[src/rtl/conv3x3_sram_master.sv]
// conv3x3_sram_master: raster-scan 3x3 Laplacian engine driving two single-port SRAMs.
// Reads the source image with one-cycle latency, accumulates 8*centre - neighbours,
// clamps to 0..255 and writes every pixel (border pixels as 0) to the destination SRAM.
// Handshake: there is no valid/ready pair; start is a one-cycle request honoured only in
// IDLE, rd_q is sampled exactly one cycle after each rd_en, and done is a one-cycle pulse.
module conv3x3_sram_master #(
  parameter int IMG_W  = 256,
  parameter int IMG_H  = 128,
  parameter int ADDR_W = 15
) (
  input  logic              clk,
  input  logic              rst_n,
  input  logic              start,
  output logic              busy,
  output logic              done,
  output logic              rd_en,
  output logic              rd_wen,
  output logic [ADDR_W-1:0] rd_addr,
  input  logic [7:0]        rd_q,
  output logic              wr_en,
  output logic              wr_wen,
  output logic [ADDR_W-1:0] wr_addr,
  output logic [7:0]        wr_d,
  output logic [2:0]        dbg_state
);

  localparam int XW = (IMG_W > 1) ? $clog2(IMG_W) : 1;
  localparam int YW = (IMG_H > 1) ? $clog2(IMG_H) : 1;
  localparam logic [ADDR_W-1:0] W_A = ADDR_W'(IMG_W);

  typedef enum logic [2:0] {
    S_IDLE = 3'd0,
    S_READ = 3'd1,
    S_ACC  = 3'd2,
    S_WR   = 3'd3,
    S_DONE = 3'd4
  } state_t;

  state_t              state_q, state_d;
  logic [XW-1:0]       x_q, x_d;
  logic [YW-1:0]       y_q, y_d;
  logic [ADDR_W-1:0]   c_q, c_d;
  logic [3:0]          tap_q, tap_d;
  logic signed [11:0]  acc_q, acc_d;
  logic                smp_q, smp_d;
  logic [3:0]          smp_tap_q, smp_tap_d;

  logic                rd_en_q, rd_en_d;
  logic [ADDR_W-1:0]   rd_addr_q, rd_addr_d;
  logic                wr_en_q, wr_en_d;
  logic                wr_wen_q, wr_wen_d;
  logic [ADDR_W-1:0]   wr_addr_q, wr_addr_d;
  logic [7:0]          wr_d_q, wr_d_d;
  logic                busy_q, busy_d;
  logic                done_q, done_d;

  // Address of tap t (row-major over dy=-1..1, dx=-1..1) around centre c.
  function automatic logic [ADDR_W-1:0] tap_addr(input logic [ADDR_W-1:0] c,
                                                  input logic [3:0] t);
    logic [ADDR_W-1:0] row_off;
    logic [ADDR_W-1:0] col_off;
    case (t)
      4'd0, 4'd1, 4'd2: row_off = '0;
      4'd3, 4'd4, 4'd5: row_off = W_A;
      default:          row_off = W_A + W_A;
    endcase
    case (t)
      4'd0, 4'd3, 4'd6: col_off = '0;
      4'd1, 4'd4, 4'd7: col_off = ADDR_W'(1);
      default:          col_off = ADDR_W'(2);
    endcase
    return c - W_A - ADDR_W'(1) + row_off + col_off;
  endfunction

  function automatic logic is_border(input logic [XW-1:0] x, input logic [YW-1:0] y);
    return (x == '0) || (x == XW'(IMG_W - 1)) || (y == '0) || (y == YW'(IMG_H - 1));
  endfunction

  function automatic logic [7:0] clamp8(input logic signed [11:0] v);
    if (v < 12'sd0)        return 8'd0;
    else if (v > 12'sd255) return 8'd255;
    else                   return v[7:0];
  endfunction

  // Contribution of the datum returning this cycle: centre weighs +8, neighbours -1.
  logic signed [11:0] samp;
  logic signed [11:0] acc_sum;
  always_comb begin
    samp = '0;
    if (smp_tap_q == 4'd4) samp = $signed({1'b0, rd_q, 3'b000});
    else                   samp = -$signed({4'b0000, rd_q});
    acc_sum = smp_q ? (acc_q + samp) : acc_q;
  end

  // Raster-order successor of the current pixel.
  logic          last_x, last_y, last_pix;
  logic [XW-1:0] nx;
  logic [YW-1:0] ny;
  always_comb begin
    last_x   = (x_q == XW'(IMG_W - 1));
    last_y   = (y_q == YW'(IMG_H - 1));
    last_pix = last_x && last_y;
    nx       = last_x ? '0 : (x_q + XW'(1));
    ny       = last_x ? (y_q + YW'(1)) : y_q;
  end

  // Next-state and registered-output decode; outputs are computed for the next state.
  logic              enter;
  logic [XW-1:0]     tgt_x;
  logic [YW-1:0]     tgt_y;
  logic [ADDR_W-1:0] tgt_c;
  always_comb begin
    state_d   = state_q;
    x_d       = x_q;
    y_d       = y_q;
    c_d       = c_q;
    tap_d     = tap_q;
    acc_d     = acc_sum;
    smp_d     = rd_en_q;
    smp_tap_d = tap_q - 4'd1;
    rd_en_d   = 1'b0;
    rd_addr_d = rd_addr_q;
    wr_en_d   = 1'b0;
    wr_wen_d  = 1'b1;
    wr_addr_d = wr_addr_q;
    wr_d_d    = wr_d_q;
    busy_d    = 1'b0;
    done_d    = 1'b0;
    enter     = 1'b0;
    tgt_x     = '0;
    tgt_y     = '0;
    tgt_c     = '0;

    case (state_q)
      S_IDLE: begin
        if (start) begin
          enter = 1'b1;
        end
      end
      S_READ: begin
        busy_d = 1'b1;
        if (tap_q == 4'd9) begin
          state_d = S_ACC;
        end else begin
          rd_en_d   = 1'b1;
          rd_addr_d = tap_addr(c_q, tap_q);
          tap_d     = tap_q + 4'd1;
        end
      end
      S_ACC: begin
        busy_d    = 1'b1;
        state_d   = S_WR;
        wr_en_d   = 1'b1;
        wr_wen_d  = 1'b0;
        wr_addr_d = c_q;
        wr_d_d    = clamp8(acc_sum);
      end
      S_WR: begin
        if (last_pix) begin
          state_d = S_DONE;
          done_d  = 1'b1;
        end else begin
          enter = 1'b1;
          tgt_x = nx;
          tgt_y = ny;
          tgt_c = c_q + ADDR_W'(1);
        end
      end
      S_DONE: begin
        state_d = S_IDLE;
      end
      default: begin
        state_d = S_IDLE;
      end
    endcase

    // Start work on pixel (tgt_x, tgt_y): one zero write for a border, else the read burst.
    if (enter) begin
      x_d    = tgt_x;
      y_d    = tgt_y;
      c_d    = tgt_c;
      busy_d = 1'b1;
      if (is_border(tgt_x, tgt_y)) begin
        state_d   = S_WR;
        wr_en_d   = 1'b1;
        wr_wen_d  = 1'b0;
        wr_addr_d = tgt_c;
        wr_d_d    = 8'd0;
      end else begin
        state_d   = S_READ;
        rd_en_d   = 1'b1;
        rd_addr_d = tap_addr(tgt_c, 4'd0);
        tap_d     = 4'd1;
        acc_d     = '0;
      end
    end
  end

  // State, datapath and output registers; reset forces every output to its idle value.
  always_ff @(posedge clk or negedge rst_n) begin
    if (!rst_n) begin
      state_q   <= S_IDLE;
      x_q       <= '0;
      y_q       <= '0;
      c_q       <= '0;
      tap_q     <= '0;
      acc_q     <= '0;
      smp_q     <= 1'b0;
      smp_tap_q <= '0;
      rd_en_q   <= 1'b0;
      rd_addr_q <= '0;
      wr_en_q   <= 1'b0;
      wr_wen_q  <= 1'b1;
      wr_addr_q <= '0;
      wr_d_q    <= '0;
      busy_q    <= 1'b0;
      done_q    <= 1'b0;
    end else begin
      state_q   <= state_d;
      x_q       <= x_d;
      y_q       <= y_d;
      c_q       <= c_d;
      tap_q     <= tap_d;
      acc_q     <= acc_d;
      smp_q     <= smp_d;
      smp_tap_q <= smp_tap_d;
      rd_en_q   <= rd_en_d;
      rd_addr_q <= rd_addr_d;
      wr_en_q   <= wr_en_d;
      wr_wen_q  <= wr_wen_d;
      wr_addr_q <= wr_addr_d;
      wr_d_q    <= wr_d_d;
      busy_q    <= busy_d;
      done_q    <= done_d;
    end
  end

  assign busy      = busy_q;
  assign done      = done_q;
  assign rd_en     = rd_en_q;
  assign rd_wen    = 1'b1;
  assign rd_addr   = rd_addr_q;
  assign wr_en     = wr_en_q;
  assign wr_wen    = wr_wen_q;
  assign wr_addr   = wr_addr_q;
  assign wr_d      = wr_d_q;
  assign dbg_state = state_q;

endmodule

[config.mk]
export PLATFORM = sky130hd
export DESIGN_NAME = conv3x3_sram_master
export DESIGN_NICKNAME = d
export VERILOG_FILES = /design/src/rtl/conv3x3_sram_master.sv
export SDC_FILE = /design/constraint.sdc
export NUM_CORES = 1
export LEC_CHECK = 0
export CORE_MARGIN = 5
export CORE_UTILIZATION = 30
export DETAILED_ROUTE_END_ITERATION = 7
export PLACE_DENSITY_LB_ADDON = 0.05
export SLEW_MARGIN = 20
export SYNTH_ARGS = -nofsm -noshare
export SYNTH_HDL_FRONTEND = slang
export SYNTH_SLANG_ARGS = --single-unit
[constraint.sdc]
create_clock -name clk -period 3.9 [get_ports clk]
set_input_delay 0.78 -clock clk [delete_from_list [all_inputs] [get_ports clk]]
set_output_delay 0.78 -clock clk [all_outputs]
set_load 0.03 [all_outputs]
# After elaboration in Yosys (flattened, before gate mapping)
# Cells that the tools add are included.
# op_classes
muxes,58
add_sub_neg,15
reduce_logical,14
order_cmp,2
n_eq_ne,19
# op_table
operator,count
$mux 15,15
$mux 8,8
$add 15x15->15,4
$mux 12,4
$sub 15x1->15 const B,2
$sub 15x9->15 const B,2
$mux 7,3
$eq 4x3->1 const B,5
$pmux 10 s2,1
$eq 8x8->1 const B,2
$mux 1,16
$mux 4,4
$add 15x1->15 const B,1
$eq 7x7->1 const B,2
$add 12x12->12,1
$gt 12x9->1 const B,1
$lt 12x1->1 const B,1
$neg 8->12,1
$pmux 3 s4,1
$reduce_or 3->1,4
$mux 3,3
$add 8x1->8 const B,1
$eq 4x2->1 const B,2
$logic_not 8->1,1
19 further kinds,23
# word_totals
output_inout_bits,47
ff_bits,97
word_cells,124
in_bits,11

# Logic depth before layout (Yosys ltp)
# Gate-level depths: netlist of the first run.
# depth
depth_word,14
ltp_mapped,17
depth_no_buf,17

# Worst setup path after synthesis of the first run
# OpenSTA, ideal clock, no wires.
# synth_path
path_kind,flip-flop to flip-flop
from,register smp_tap_q[1]
to,register wr_d_q[2] (netlist: wr_d[2])
slack_ps,253
setup_time_ps,122
period_less_slack_ps,3647
required_time_ps,3778
stages_incl_launch_ff,14
n_path_buf,2
arrival_time_ps,3525
cell_sequence,dfrtp_1 > or4b_2 > clkbuf_1 > and2_1 > fa_1 > a211o_1 > a211oi_1 > o21bai_1 > and4b_1 > nor3_1 > and3_1 > buf_1 > nand2_1 > a32o_1
# synth_between
elab_chain_cells,10
word_cells_on_any_way,11
cone_classes,1 x add/sub; 2 x order compare; 1 x eq/ne; 7 x mux
# synth_rtl
item,line,source
"start, declared",46,"logic [3:0] smp_tap_q, smp_tap_d;"
"start signal, assigned",226,smp_tap_q <= smp_tap_d;
$eq 4x3->1 *,90,"if (smp_tap_q == 4'd4) samp = $signed({1'b0, rd_q, 3'b000});"
$mux 12 *,90,
$add 12x12->12 *,92,acc_sum = smp_q ? (acc_q + samp) : acc_q;
$mux 12 *,92,
$gt 12x9->1,81,else if (v > 12'sd255) return 8'd255;
$mux 8,81,
$mux 8 *,80,if (v < 12'sd0) return 8'd0;
$mux 8 *,134,case (state_q)
$mux 8,183,"if (is_border(tgt_x, tgt_y)) begin"
$mux 8 *,178,if (enter) begin
net wr_d_d[2],53,"logic [7:0] wr_d_q, wr_d_d;"
"end signal, assigned",232,wr_d_q <= wr_d_d;
"end, declared",53,
# Mark *: on every way through the listed nets, which the timed path passes. The rest lies on a longest branch.
# A chain may end at the register's enable or synchronous reset.

# Final worst setup path of the first run
# layout_path
from,input rd_q[0]
to,register wr_d_q[2] (netlist: wr_d[2])
# layout_between
elab_chain_cells,10
word_cells_on_any_way,11
cone_classes,2 x add/sub; 2 x order compare; 7 x mux
# layout_rtl
item,line,source
"start, declared",19,"input logic [7:0] rd_q,"
$neg 8->12,91,"else samp = -$signed({4'b0000, rd_q});"
$mux 12 *,90,
$add 12x12->12 *,92,
$mux 12 *,92,
$gt 12x9->1,81,
$mux 8,81,
$mux 8 *,80,
$mux 8 *,134,
$mux 8,183,
$mux 8 *,178,
net wr_d_d[2],53,
# Marks and branches as above.

==> impl_metrics.json, run 1 <==
{
  "slew_headroom_pct": 34.6,
  "power_frac_seq_pct": 24.1,
  "synth_fa_ha_area_share_pct": 9.25,
  "ys_top_cells_by_area": "dfrtp_1, ha_1, mux2i_1",
  "slew_viol_final": 0,
  "fmax_mhz": 268,
  "combPwrFrac_pct": 63.9,
  "finalCritPeriodShare_pct": 95.5,
  "ant_nets": 0,
  "synth_edf_count": 0,
  "yosysUniqueCellTypes": 69,
  "numCtsBuffers": 9,
  "insertion_delay_ns": 0.36,
  "seq_area_frac_synth_pct": 37.2,
  "gp_congestion": 0.838,
  "grt_usage_pct": 15.2,
  "hp-class": "in -> async",
  "synthFlopType": "dfrtp_1",
  "area_growth_pct": 21.6,
  "ys_top_cells_by_count": "dfrtp_1, nand2_1, nor2_1",
  "switchingPower_uw": 3250,
  "vias_per_cell": 5.11,
  "place_area_um2": 7560,
  "gr-total-overflow": 0,
  "fin_area_um2": 7930,
  "nets": 857,
  "final.setup_skew_ns": 0.0134,
  "antenna_found_initial": 0,
  "synth_xor_xnor_area_share_pct": 6.96,
  "cp_top_family": "compound AO/OA/AOI/OAI gates",
  "place_hpwl_um": 13700,
  "final-hold-violation-count": 0,
  "min_period_ns": 3.73,
  "path_max_fanout": 8,
  "grt_pass1_vias": 5559,
  "start_util_pct": 30.2,
  "cts_sinks": 97,
  "rows": 54,
  "synth_top_area_share_pct": 36.8,
  "coreArea_um2": 21600,
  "htreeDepth": 3,
  "netlist_instances": 719,
  "cts-root-buf": "clkbuf_16",
  "grt_max_degree": 74,
  "synth_compound_area_share_pct": 18.0,
  "yosys_warnings": 0,
  "worst_path_largest_cell_delay_ns": 0.50,
  "die_area_um2": 24800,
  "critPathCaptureType": "flip-flop",
  "drcViolationCount": 0,
  "clock_power_share_pct": 12.0,
  "via_count": 5529,
  "drtIter0Drc": 246,
  "synth-simple-area-share_pct": 19.0,
  "power_density_nw_per_um2": 878,
  "path_class": "in -> reg",
  "die_h_um": 157,
  "synthArstFlopShare_pct": 100,
  "cap_viol_max_count": 0,
  "peakVddDrop_v": 0.000459,
  "hold_buffers": 0,
  "setup_viol": 0,
  "firstDrtPassIters": 4,
  "crit_path_cell_trace": "clkdlybuf4s50_1 -> inv_2 -> ha_2 -> and2_1 -> fa_2 -> a211o_1 -> a211oi_2 -> o21bai_1 -> and4b_1 -> nor3_2 -> and3_1 -> buf_6 -> nand2_1 -> a32o_1",
  "required_ns": 4.14,
  "numPortBuffers": 56,
  "wl_per_cell_um": 16.9,
  "antennaDiodeCount": 0,
  "netlist_area_um2": 6520,
  "avgSynthCellArea_um2": 9.07,
  "critPathArrivalTime_ns": 3.96,
  "grt_pass1_wl_um": 29800,
  "rsz0062_at_grt": "no",
  "cts_tree": "yes",
  "synthMuxAreaShare_pct": 5.39,
  "critPathBufInv": 3,
  "worst_slew_pin_slew_ns": 0.978,
  "drive_gt1_share_pct": 10.7,
  "synth_top_area_cell": "dfrtp_1",
  "clk_path_buf_depth": 2,
  "fp.dieW_um": 157,
  "leakage_uw": 0.00347,
  "run_status": "finished, final reports clean",
  "syn_nets": 777,
  "swShare_pct": 46.7,
  "cp-start-kind": "input port",
  "p_int_uw": 3710,
  "io_pins": 58,
  "slowest_stage": "clkdlybuf4s50_1",
  "synth_top_family_by_area": "simple AND/OR/NAND/NOR gates",
  "drt_wl_total_um": 18300,
  "pre_cts_ws_ns": -0.395,
  "ys_ff_latch": 97,
  "clk_pin_slew_worst_paths_ns": 0.07,
  "timing.final.ws_setup_ns": 0.175,
  "yosysMostFrequentCell": "dfrtp_1"
}
==> power by group through the flow <==
stage | clock (uW) | combinational, uW | sequential (uW)
floorplan | 0 | 2810 | 1830
global placement | 0 | 4330 | 1700
detailed placement | 0 | 4360 | 1700
CTS | 874 | 4390 | 1690
global route | 912 | 4930 | 1730
finish | 832 | 4450 | 1680
==> metal layers <==
metal | up-vias | GRT usage [%] | wire length (um)
met1 | 2662 | 20.3 | 8470
met4 | 0 | 3.81 | 283
met5 | - | 0 | 0
met3 | 23 | 2.89 | 683
li1 | 2741 | - | -
met2 | 103 | 25.5 | 8900
==> sequential cells by signal, indices dropped and copies added, names as in the netlist <==
name	flops
acc_q	12
busy	1
c_q	15
dbg_state	3
done	1
rd_addr	15
rd_en	1
smp_q	1
smp_tap_q	4
tap_q	4
wr_addr	15
wr_d	8
wr_en	1
wr_wen	1
x_q	8
y_q	7
==> cells in the final DEF, fill, tap and decap left out, drive strengths merged, types with 4 or more instances in the layout <==
master / instances
o31ai: 7
inv: 27
a31oi: 12
ha: 45
a21o: 6
buf: 45
clkbuf: 11
o21a: 9
a211oi: 19
nand4: 7
a32o: 9
nor2: 68
nor4: 4
and3: 8
xnor2: 36
nor2b: 5
a21oi: 36
clkdlybuf4s50: 55
nor3: 22
xor2: 15
mux2i: 34
nand3: 18
or3: 4
dfrtp: 96
and2: 7
nand2b: 7
nand3b: 7
o21ai: 46
o22ai: 4
nand2: 77
o21bai: 6
==> cell families (layout without fill, tap and decap cells) <==
| family | count (synthesis) | in the layout |
|---|---|---|
| AO/OA/AOI/OAI | 179 | 179 |
| XOR/XNOR | 51 | 51 |
| adder cells (fa/ha/maj) | 47 | 47 |
| buffers and inverters | 58 | 142 |
| flip-flops | 97 | 97 |
| multiplexers | 35 | 35 |
| other | 1 | 1 |
| AND/OR/NAND/NOR | 251 | 251 |
==> worst paths after layout <==
kind	start	end	slack, ns	cells past startpoint
setup / recovery	rd_q[0]	wr_d[2]$_DFF_PN0_	0.17	14
hold / removal	rst_n	x_q[5]$_DFFE_PN0P_	0.33	1
setup reg to reg	smp_tap_q[1]$_DFF_PN0_	wr_d[2]$_DFF_PN0_	0.24	14
hold reg to reg	rd_en$_DFF_PN0_	smp_q$_DFF_PN0_	0.39	0
max in group asynchronous	rst_n	rd_addr[4]$_DFF_PN0_	2.77	3
min in group clk	rd_en$_DFF_PN0_	smp_q$_DFF_PN0_	0.39	0
==> stage by stage <==
step                utilization, %  hold slack (ns)  power, uW  std cells  TNS [ns]
floorplan                        -            0.477       4640        719         0
global placement              35.0            0.390       6030       1063     -2.18
detailed placement            35.0            0.387       6060       1063     -3.12
CTS                           36.2            0.402       6950       1078         0
global route                  36.7            0.341       7570       1083         0
finish                        36.7            0.327       6960       1083         0
==> cell type report <==
type / count / area [um2]
multi-input combinational: 564 / 3870
timing repair buffer: 100 / 912
sequential: 97 / 2430
tap: 280 / 350
inverter: 27 / 101
fill: 2250 / 13700
clock buffer: 11 / 233
clock inverter: 4 / 31.3
==> what timing repair did <==
action | in CTS | in global routing
buffers inserted | 0 | 4
cloned | 0 | 0
pin swaps | 0 | 7
setup endpoints to repair | 8 | 8
resized for setup | 1 | 12
Note: power is estimated with default switching activity, not from simulation.
==> inputs of run 2 (changes only) <==
--- a/config.mk
+++ b/config.mk
@@ -5,7 +5,6 @@
 export SDC_FILE = /design/constraint.sdc
 export NUM_CORES = 1
 export LEC_CHECK = 0
-export CORE_MARGIN = 5
 export CORE_UTILIZATION = 30
 export DETAILED_ROUTE_END_ITERATION = 7
 export PLACE_DENSITY_LB_ADDON = 0.05
==> run 2 against run 1 <==
  * Global-route usage rose by 2.0 points
  * Cell count fell by 0.55%
  * Largest power group unchanged
  * Flip-flop and latch count did not move
  * Utilization is 0.73 points higher
  * Combinational power barely moved
  * Routed wire length fell by 1.5%
  * Clock power up 7.8%
  * Fmax fell by 0.93%
  * Hold slack better by 0.069 ns
  * Highest routed layer unchanged
  * Worst setup slack got worse by 0.035 ns
  * Sequential share of layout area grew 0.063 points
==> impl_metrics.json, run 2 (same netlist as run 1, synthesis figures left out) <==
{
  "run_status": "finished, final reports clean",
  "cp_top_family": "compound AO/OA/AOI/OAI gates",
  "cts_tree": "yes",
  "start_util_pct": 30.8,
  "setup_viol": 0,
  "swShare_pct": 46.4,
  "rows": 53,
  "p_int_uw": 3780,
  "combPwrFrac_pct": 63.4,
  "hp-class": "reg -> reg",
  "numPortBuffers": 56,
  "clk_pin_slew_worst_paths_ns": 0.07,
  "leakage_uw": 0.00346,
  "crit_path_cell_trace": "clkdlybuf4s50_1 -> inv_2 -> ha_2 -> and2_1 -> fa_2 -> a211o_1 -> a211oi_2 -> o21bai_1 -> and4b_1 -> nor3_2 -> and3_1 -> buf_6 -> nand2_1 -> a32o_1",
  "place_hpwl_um": 13500,
  "numCtsBuffers": 9,
  "critPathArrivalTime_ns": 4.00,
  "clock_power_share_pct": 12.7,
  "drive_gt1_share_pct": 10.3,
  "ant_nets": 0,
  "timing.hold.ws_ns": 0.396,
  "required_ns": 4.14,
  "peakVddDrop_v": 0.000382,
  "switchingPower_uw": 3270,
  "critPathCaptureType": "flip-flop",
  "via_count": 5525,
  "antenna_found_initial": 0,
  "cap_viol_max_count": 0,
  "worst_slew_pin_slew_ns": 0.979,
  "vias_per_cell": 5.13,
  "antennaDiodeCount": 0,
  "fmax_mhz": 266,
  "insertion_delay_ns": 0.36,
  "grt_max_degree": 59,
  "timing.final.ws_setup_ns": 0.139,
  "drtIter0Drc": 204,
  "grt_usage_pct": 17.2,
  "path_class": "in -> reg",
  "grt_pass1_wl_um": 29800,
  "path_max_fanout": 8,
  "worst_path_largest_cell_delay_ns": 0.49,
  "cp-start-kind": "input port",
  "fp.dieW_um": 149,
  "die_area_um2": 22300,
  "gp_congestion": 0.843,
  "die_h_um": 149,
  "slew_headroom_pct": 34.6,
  "min_period_ns": 3.76,
  "final.setup_skew_ns": 0.0108,
  "drt_wl_total_um": 18100,
  "final_common_cell": "dfrtp_1",
  "gr-total-overflow": 0,
  "final-hold-violation-count": 0,
  "nets": 855,
  "finalCritPeriodShare_pct": 96.4,
  "coreArea_um2": 21200,
  "firstDrtPassIters": 5,
  "pre_cts_ws_ns": -0.434,
  "io_pins": 58,
  "cts-root-buf": "clkbuf_16",
  "wl_per_cell_um": 16.8,
  "area_growth_pct": 21.3,
  "drcViolationCount": 0,
  "clk_path_buf_depth": 2,
  "power_frac_seq_pct": 23.9,
  "critPathBufInv": 3,
  "slowest_stage": "clkdlybuf4s50_1",
  "slew_viol_final": 0,
  "cts_sinks": 97,
  "grt_pass1_vias": 5627,
  "power_density_nw_per_um2": 891,
  "layout_common_cells": "dfrtp_1, nand2_1, nor2_1, clkdlybuf4s50_1, ha_1",
  "htreeDepth": 3
}
==> run 2: final cells by class <==
type                       count  area [um2]
fill                        2158       13200
clock inverter                 5        57.6
tap                          275         344
multi-input combinational    564        3860
clock buffer                  11         233
timing repair buffer          98         890
inverter                      27         101
sequential                    97        2430
==> run 2: path summary, 6_finish.rpt <==
kind,from,endpoint,slack [ns],cells past startpoint
max reg2reg,smp_tap_q[1]$_DFF_PN0_,wr_d[1]$_DFF_PN0_,0.22,12
min,rd_en$_DFF_PN0_,smp_q$_DFF_PN0_,0.40,0
max in group asynchronous,rst_n,wr_d[3]$_DFF_PN0_,2.60,2
max,rd_q[0],wr_d[1]$_DFF_PN0_,0.14,14
min in group asynchronous,rst_n,x_q[7]$_DFFE_PN0P_,0.51,1
min reg2reg,rd_en$_DFF_PN0_,smp_q$_DFF_PN0_,0.40,0
==> run 2: timing repair <==
item | in CTS | in global routing
gates resized for setup | 1 | 10
buffers inserted | 0 | 3
endpoints found under the hold margin | 0 | 0
setup endpoints to repair | 8 | 8
pin swaps | 0 | 5
hold buffers | 0 | 0
==> run 2: per-layer routing <==
metal	routed length, um	up-vias	part of all wire, %	global-route usage [%]
met5	0	-	0	0
met4	357	0	2.0	5.31
met3	594	22	3.3	3.29
met2	8510	91	47	28.3
met1	8610	2667	48	22.7
li1	-	2745	-	-
==> run 2: power groups by stage <==
stage / logic (uW) / registers, uW / clock network (uW)
CTS: 4410 / 1690 / 933
floorplan: 2810 / 1830 / 0
detailed placement: 4370 / 1710 / 0
global placement: 4340 / 1700 / 0
global route: 4980 / 1740 / 963
finish: 4470 / 1680 / 897
==> run 2: stage by stage <==
| stage | setup TNS [ns] | cell area, um2 | instances | utilization (%) | power (uW) |
|---|---|---|---|---|---|
| 2_1_floorplan | 0 | 6520 | 719 | - | 4640 |
| 3_3_place_gp | -2.38 | 7570 | 1058 | 35.8 | 6040 |
| 3_5_place_dp | -3.36 | 7570 | 1058 | 35.8 | 6080 |
| 4_1_cts | 0 | 7860 | 1074 | 37.2 | 7030 |
| 5_1_grt | -0.0134 | 7910 | 1077 | 37.4 | 7680 |
| 6_report | 0 | 7910 | 1077 | 37.4 | 7050 |
